## src/rtl/imem_stream_loader.sv

```systemverilog
// Boot loader: assembles a length-prefixed little-endian byte stream into 32-bit words,
// writes them to instruction memory and releases the core only if the trailing XOR checksum matches.
module imem_stream_loader #(
    parameter int unsigned IMEM_ADDR_W = 9,
    parameter logic [63:0] BASE_ADDR   = 64'h0
) (
    input  logic                   clk,
    input  logic                   arst,
    input  logic                   start,
    input  logic                   rx_valid,
    input  logic [7:0]             rx_data,
    output logic                   rx_ready,
    output logic [63:0]            addr_ext,
    output logic                   wen_ext,
    output logic                   ren_ext,
    output logic [31:0]            wdata_ext,
    output logic                   cpu_enable,
    output logic                   busy,
    output logic                   error,
    output logic [IMEM_ADDR_W:0]   words_loaded
);

    typedef enum logic [2:0] {
        S_IDLE  = 3'd0,
        S_LEN   = 3'd1,
        S_DATA  = 3'd2,
        S_WRITE = 3'd3,
        S_CSUM  = 3'd4,
        S_RUN   = 3'd5,
        S_ERR   = 3'd6
    } state_t;

    localparam logic [32:0] MAX_WORDS = 33'd1 << IMEM_ADDR_W;

    state_t               state_q, state_d;
    logic [1:0]           cnt_q, cnt_d;
    logic [31:0]          len_q, len_d;
    logic [31:0]          word_q, word_d;
    logic [7:0]           csum_q, csum_d;
    logic [IMEM_ADDR_W:0] words_q, words_d;
    logic [63:0]          addr_q, addr_d;
    logic [31:0]          wdata_q, wdata_d;

    logic                 rx_ready_s;
    logic                 xfer_s;
    logic [31:0]          len_full_s;
    logic                 len_over_s;
    logic [IMEM_ADDR_W:0] words_inc_s;

    assign xfer_s      = rx_valid & rx_ready_s;
    assign len_full_s  = {rx_data, len_q[31:8]};
    assign len_over_s  = ({1'b0, len_full_s} > MAX_WORDS);
    assign words_inc_s = words_q + {{IMEM_ADDR_W{1'b0}}, 1'b1};

    // State register
    always_ff @(posedge clk or posedge arst) begin
        if (arst) begin
            state_q <= S_IDLE;
        end else begin
            state_q <= state_d;
        end
    end

    // Next-state logic
    always_comb begin
        state_d = state_q;
        case (state_q)
            S_IDLE: begin
                if (start) state_d = S_LEN;
                else       state_d = S_IDLE;
            end
            S_LEN: begin
                if (xfer_s && (cnt_q == 2'd3)) begin
                    if (len_over_s)                state_d = S_ERR;
                    else if (len_full_s == 32'd0)  state_d = S_CSUM;
                    else                           state_d = S_DATA;
                end else begin
                    state_d = S_LEN;
                end
            end
            S_DATA: begin
                if (xfer_s && (cnt_q == 2'd3)) state_d = S_WRITE;
                else                           state_d = S_DATA;
            end
            S_WRITE: begin
                if (32'(words_inc_s) == len_q) state_d = S_CSUM;
                else                           state_d = S_DATA;
            end
            S_CSUM: begin
                if (xfer_s) begin
                    if (rx_data == csum_q) state_d = S_RUN;
                    else                   state_d = S_ERR;
                end else begin
                    state_d = S_CSUM;
                end
            end
            S_RUN, S_ERR: begin
                if (start) state_d = S_LEN;
                else       state_d = state_q;
            end
            default: state_d = S_IDLE;
        endcase
    end

    // Output decode; pure function of state so arst clears every strobe immediately
    always_comb begin
        rx_ready_s = 1'b0;
        wen_ext    = 1'b0;
        cpu_enable = 1'b0;
        busy       = 1'b0;
        error      = 1'b0;
        case (state_q)
            S_LEN, S_DATA, S_CSUM: begin
                rx_ready_s = 1'b1;
                busy       = 1'b1;
            end
            S_WRITE: begin
                wen_ext = 1'b1;
                busy    = 1'b1;
            end
            S_RUN:   cpu_enable = 1'b1;
            S_ERR:   error      = 1'b1;
            default: rx_ready_s = 1'b0;
        endcase
    end

    // Datapath next-state: length/word assembly, running XOR, write address and data capture
    always_comb begin
        cnt_d   = cnt_q;
        len_d   = len_q;
        word_d  = word_q;
        csum_d  = csum_q;
        words_d = words_q;
        addr_d  = addr_q;
        wdata_d = wdata_q;
        case (state_q)
            S_IDLE, S_RUN, S_ERR: begin
                if (start) begin
                    cnt_d   = 2'd0;
                    len_d   = 32'd0;
                    csum_d  = 8'd0;
                    words_d = '0;
                end else begin
                    cnt_d = cnt_q;
                end
            end
            S_LEN: begin
                if (xfer_s) begin
                    len_d  = len_full_s;
                    cnt_d  = cnt_q + 2'd1;
                    csum_d = csum_q ^ rx_data;
                end else begin
                    cnt_d = cnt_q;
                end
            end
            S_DATA: begin
                if (xfer_s) begin
                    word_d = {rx_data, word_q[31:8]};
                    cnt_d  = cnt_q + 2'd1;
                    csum_d = csum_q ^ rx_data;
                    if (cnt_q == 2'd3) begin
                        wdata_d = {rx_data, word_q[31:8]};
                        addr_d  = BASE_ADDR + 64'({words_q, 2'b00});
                    end else begin
                        wdata_d = wdata_q;
                    end
                end else begin
                    cnt_d = cnt_q;
                end
            end
            S_WRITE: words_d = words_inc_s;
            default: cnt_d = cnt_q;
        endcase
    end

    // Datapath registers
    always_ff @(posedge clk or posedge arst) begin
        if (arst) begin
            cnt_q   <= 2'd0;
            len_q   <= 32'd0;
            word_q  <= 32'd0;
            csum_q  <= 8'd0;
            words_q <= '0;
            addr_q  <= 64'd0;
            wdata_q <= 32'd0;
        end else begin
            cnt_q   <= cnt_d;
            len_q   <= len_d;
            word_q  <= word_d;
            csum_q  <= csum_d;
            words_q <= words_d;
            addr_q  <= addr_d;
            wdata_q <= wdata_d;
        end
    end

    assign rx_ready     = rx_ready_s;
    assign addr_ext     = addr_q;
    assign wdata_ext    = wdata_q;
    assign ren_ext      = 1'b0;
    assign words_loaded = words_q;

endmodule

```

## config.mk

```make
export PLATFORM = sky130hd
export DESIGN_NAME = imem_stream_loader
export DESIGN_NICKNAME = d
export VERILOG_FILES = /design/src/rtl/imem_stream_loader.sv
export SDC_FILE = /design/constraint.sdc
export NUM_CORES = 1
export LEC_CHECK = 0
export BUFFER_PORTS_ARGS = -buffer_cell sky130_fd_sc_hd__buf_4
export CORE_MARGIN = 3
export CORE_UTILIZATION = 45
export DETAILED_ROUTE_END_ITERATION = 10
export PLACE_DENSITY = 0.67
export SYNTH_ARGS = -nofsm -noshare
export SYNTH_HDL_FRONTEND = slang
export SYNTH_SLANG_ARGS = --single-unit
export TNS_END_PERCENT = 10
```

## constraint.sdc

```tcl
create_clock -name clk -period 4.3 [get_ports clk]
set_input_delay 0.215 -clock clk [delete_from_list [all_inputs] [get_ports clk]]
set_output_delay 0.215 -clock clk [all_outputs]
set_load 0.1 [all_outputs]
```

==> impl_metrics.env <==
export IMPL_antenna_found_initial=0
export IMPL_cts_setup_buffers=0
export IMPL_nFillCells=1151
export IMPL_numClockSinks=121
export IMPL_netlist_area_um2=6120
export IMPL_crit_path_end_kind="output port"
export IMPL_p_seq_share_pct=30.6
export IMPL_syn_inst=562
export IMPL_reg2reg_setup_slack_ps=1790
export IMPL_path_buf_inv=2
export IMPL_status="finished, final reports clean"
export IMPL_area_growth_pct=17.3
export IMPL_io_buffer_count=68
export IMPL_grt_ovfl_total=0
export IMPL_fin_skew_ps=5.37
export IMPL_cp_max_fo=34
export IMPL_worst_pin_slew_ps=1190
export IMPL_cts_max_path_buffers=2
export IMPL_finalSetupTns_ps=0
export IMPL_ys_types=54
export IMPL_cts_tree="yes"
export IMPL_diodes=0
export IMPL_relSlewSlack_pct=20.6
export IMPL_synth_top_family_by_area="multiplexers"
export IMPL_gp_congestion=0.763
export IMPL_hpwl_mm=8.28
export IMPL_ys_seq_area_share_pct=49.5
export IMPL_crit_end="rx_ready"
export IMPL_cts_buffers_inserted=17
export IMPL_start_util_pct=47.1
export IMPL_ant_nets=0
export IMPL_cts_max_level=4
export IMPL_p_leak_nw=3.50
export IMPL_first_pass_iters=6
export IMPL_design_core_area_um2=13000
export IMPL_die_area_um2=15000
export IMPL_crit_chain="inv_1, and3_1, o21bai_1, buf_4"
export IMPL_synth_area_mux_share_pct=13.8
export IMPL_reg2reg_from="state_q[0]"
export IMPL_crit_path_start_kind="register"
export IMPL_root_buffer="clkbuf_16"
export IMPL_grt_pass1_vias=3980
export IMPL_ys_flop_type="dfrtp_1"
export IMPL_synth_edf_count=0
export IMPL_place_area_um2=6510
export IMPL_post_drt_via_cell_ratio=5.20
export IMPL_synth_xor_area_share_pct=3.44
export IMPL_rr_worst_depth=5
export IMPL_async_reset_ff_share_pct=100
export IMPL_critical_path_startpoint="state_q[2]"
export IMPL_num_vias=4195
export IMPL_die_w_um=123
export IMPL_setup_worst_path_class="register to output port"
export IMPL_power_density_nw_per_um2=867
export IMPL_yosys_area_share_simple_pct=11.1
export IMPL_rsz0062_at_grt="false"
export IMPL_nets=637
export IMPL_clk_pin_slew_ps=50
export IMPL_fin_area_um2=7170
export IMPL_die_y_um=123
export IMPL_synth_fa_ha_area_share_pct=0.573
export IMPL_required_ps=4090
export IMPL_worst_path_stages=4
export IMPL_fin_util_pct=55.3
export IMPL_drive_gt1_share_pct=26.6
export IMPL_ir_drop_mv=0.308
export IMPL_max_cap_viol_count=0
export IMPL_multiInputGateArea_um2=2580
export IMPL_wirelength_mm=12.3
export IMPL_fmax_ghz=0.338
export IMPL_ys_warn_count=0
export IMPL_ys_ff_latch=121
export IMPL_p_comb_share_pct=44.5
export IMPL_worstPathArrival_ps=2740
export IMPL_period_share_pct=68.8
export IMPL_synth_compound_area_share_pct=9.86
export IMPL_syn_avg_cell_area_um2=10.9
export IMPL_worstSkewPairLatency_ps=410
export IMPL_finalHoldViolations=0
export IMPL_drc=0
export IMPL_synth_top_cell_area_share_pct=49.5
export IMPL_seqCellArea_um2=3030
export IMPL_report_final_slew_viol_count=0
export IMPL_yosysTopAreaCell="dfrtp_1"
export IMPL_grt_first_pass_wirelength_mm=20.4
export IMPL_setup_viol=0
export IMPL_r2r_end="addr_ext[9]"
export IMPL_placementRows=41
export IMPL_max_stage_delay_ps=980
export IMPL_grt_max_degree=75
export IMPL_io_pins=124
export IMPL_netlist_top_cells_area="dfrtp_1 49%, buf_4 6.9%, mux2_4 6.6%"
export IMPL_period_needed_ps=2960
export IMPL_wl_per_cell_um=15.3
export IMPL_slowest_stage="and3_1"
export IMPL_drtIter0Drc=430
export IMPL_swShare_pct=46.2
export IMPL_clkPwrFrac_pct=24.9
export IMPL_switchingPower_w=0.00288
export IMPL_hp_class="input pin to register"
export IMPL_cpLargestDelayFamily="simple AND/OR/NAND/NOR gates"
export IMPL_intPower_w=0.00334
export IMPL_track_usage_pct=17.2
## layout make-up
class,count,share of cell area (%)
clock buffer,19,6.31
clock inverter,12,2.76
inverter,38,2.02
multi-input combinational,372,36.0
sequential,121,42.2
tap,172,3.00
timing repair buffer,73,7.67
## cells in the mapped netlist (2+ instances only)
cell / count
buf_6: 4
nand4b_1: 2
o21bai_1: 2
o41ai_1: 3
and4_1: 2
nor2_1: 19
clkbuf_1: 14
a22oi_1: 2
inv_1: 38
nor3b_1: 2
nand2b_1: 8
mux2_4: 27
xnor2_1: 10
or4_1: 2
mux2_2: 28
o21ai_0: 67
nand2_1: 16
a21oi_1: 6
dfrtp_1: 121
xor2_1: 14
buf_4: 56
nand3_1: 38
and3_1: 9
or3_1: 2
nor2b_1: 4
o31ai_1: 3
buf_2: 11
nor4_1: 6
ha_1: 2
o211ai_1: 4
nand4_1: 5
a31oi_1: 3
mux2_1: 11
## worst min path at each step
stage                     slack (ps)       start  depth (start not counted)            end
after global placement           420        arst                          3   addr_ext[11]
after detailed placement         430        arst                          3   addr_ext[11]
after floorplan                  350  rx_data[0]                          2      len_q[24]
final                            100  rx_data[4]                          2  wdata_ext[28]
after global routing             100  rx_data[4]                          2  wdata_ext[28]
after CTS                         90  rx_data[4]                          2  wdata_ext[28]
## metrics by stage
stage                     worst slack (ps)  instances  power, W  hold slack [ps]
after global placement                1870        775   0.00460              421
after floorplan                        871        616   0.00413              354
after detailed placement              1790        775   0.00467              425
final                                 1340        807   0.00622             99.0
after CTS                             1330        807   0.00625             87.3
after global routing                  1140        807   0.00652             99.2
## registers in the layout, summed over array words and instances, names as in the netlist
name,flops
addr_ext,10
cnt_q,2
csum_q,8
len_q,32
state_q,3
wdata_ext,32
word_q,24
words_loaded,10
## layer usage
layer	track usage, %	vias to the layer above	share of wire, %
met4	7.00	0	1.4
met5	0	-	0
met3	4.01	15	4.7
met2	25.8	138	46
li1	-	1967	-
met1	24.0	2075	47
## power groups by stage
| stage | Clock [W] | Sequential [W] | Combinational (W) |
|---|---|---|---|
| detailed placement | 0 | 0.00191 | 0.00276 |
| floorplan | 0 | 0.00263 | 0.00150 |
| finish | 0.00155 | 0.00190 | 0.00277 |
| global placement | 0 | 0.00189 | 0.00271 |
| CTS | 0.00158 | 0.00190 | 0.00278 |
| global route | 0.00162 | 0.00196 | 0.00294 |
## kinds of logic (layout without fill, tap and decap cells)
kind of cell | count (synthesis) | in the layout
flops | 121 | 121
other cells | 1 | 55
compound gates | 101 | 101
mux | 66 | 66
fa+ha+maj | 3 | 3
simple gates | 123 | 123
xor+xnor | 24 | 24
buf+inv | 123 | 142
## placed cells by master (no fill, tap or decap), types with 4 or more instances in the layout
master     instances
a21oi_1            6
and3_1             9
buf_4             72
bufinv_16          5
clkbuf_16         17
conb_1            55
dfrtp_1          121
inv_1             37
mux2_1            11
mux2_2            28
mux2_4            27
nand2_1           16
nand2b_1           8
nand3_1           38
nand4_1            5
nor2_1            19
nor2b_1            4
nor4_1             6
o211ai_1           4
o21ai_0           67
xnor2_1           10
xor2_1            14
## timing repair
item / in CTS / in global routing
hold buffers: 1 / 0
hold endpoints to repair: 47 / 0
resized for setup: 0 / 0
endpoints found under the setup margin: 0 / 0
Power figures use the tool's default switching activity.
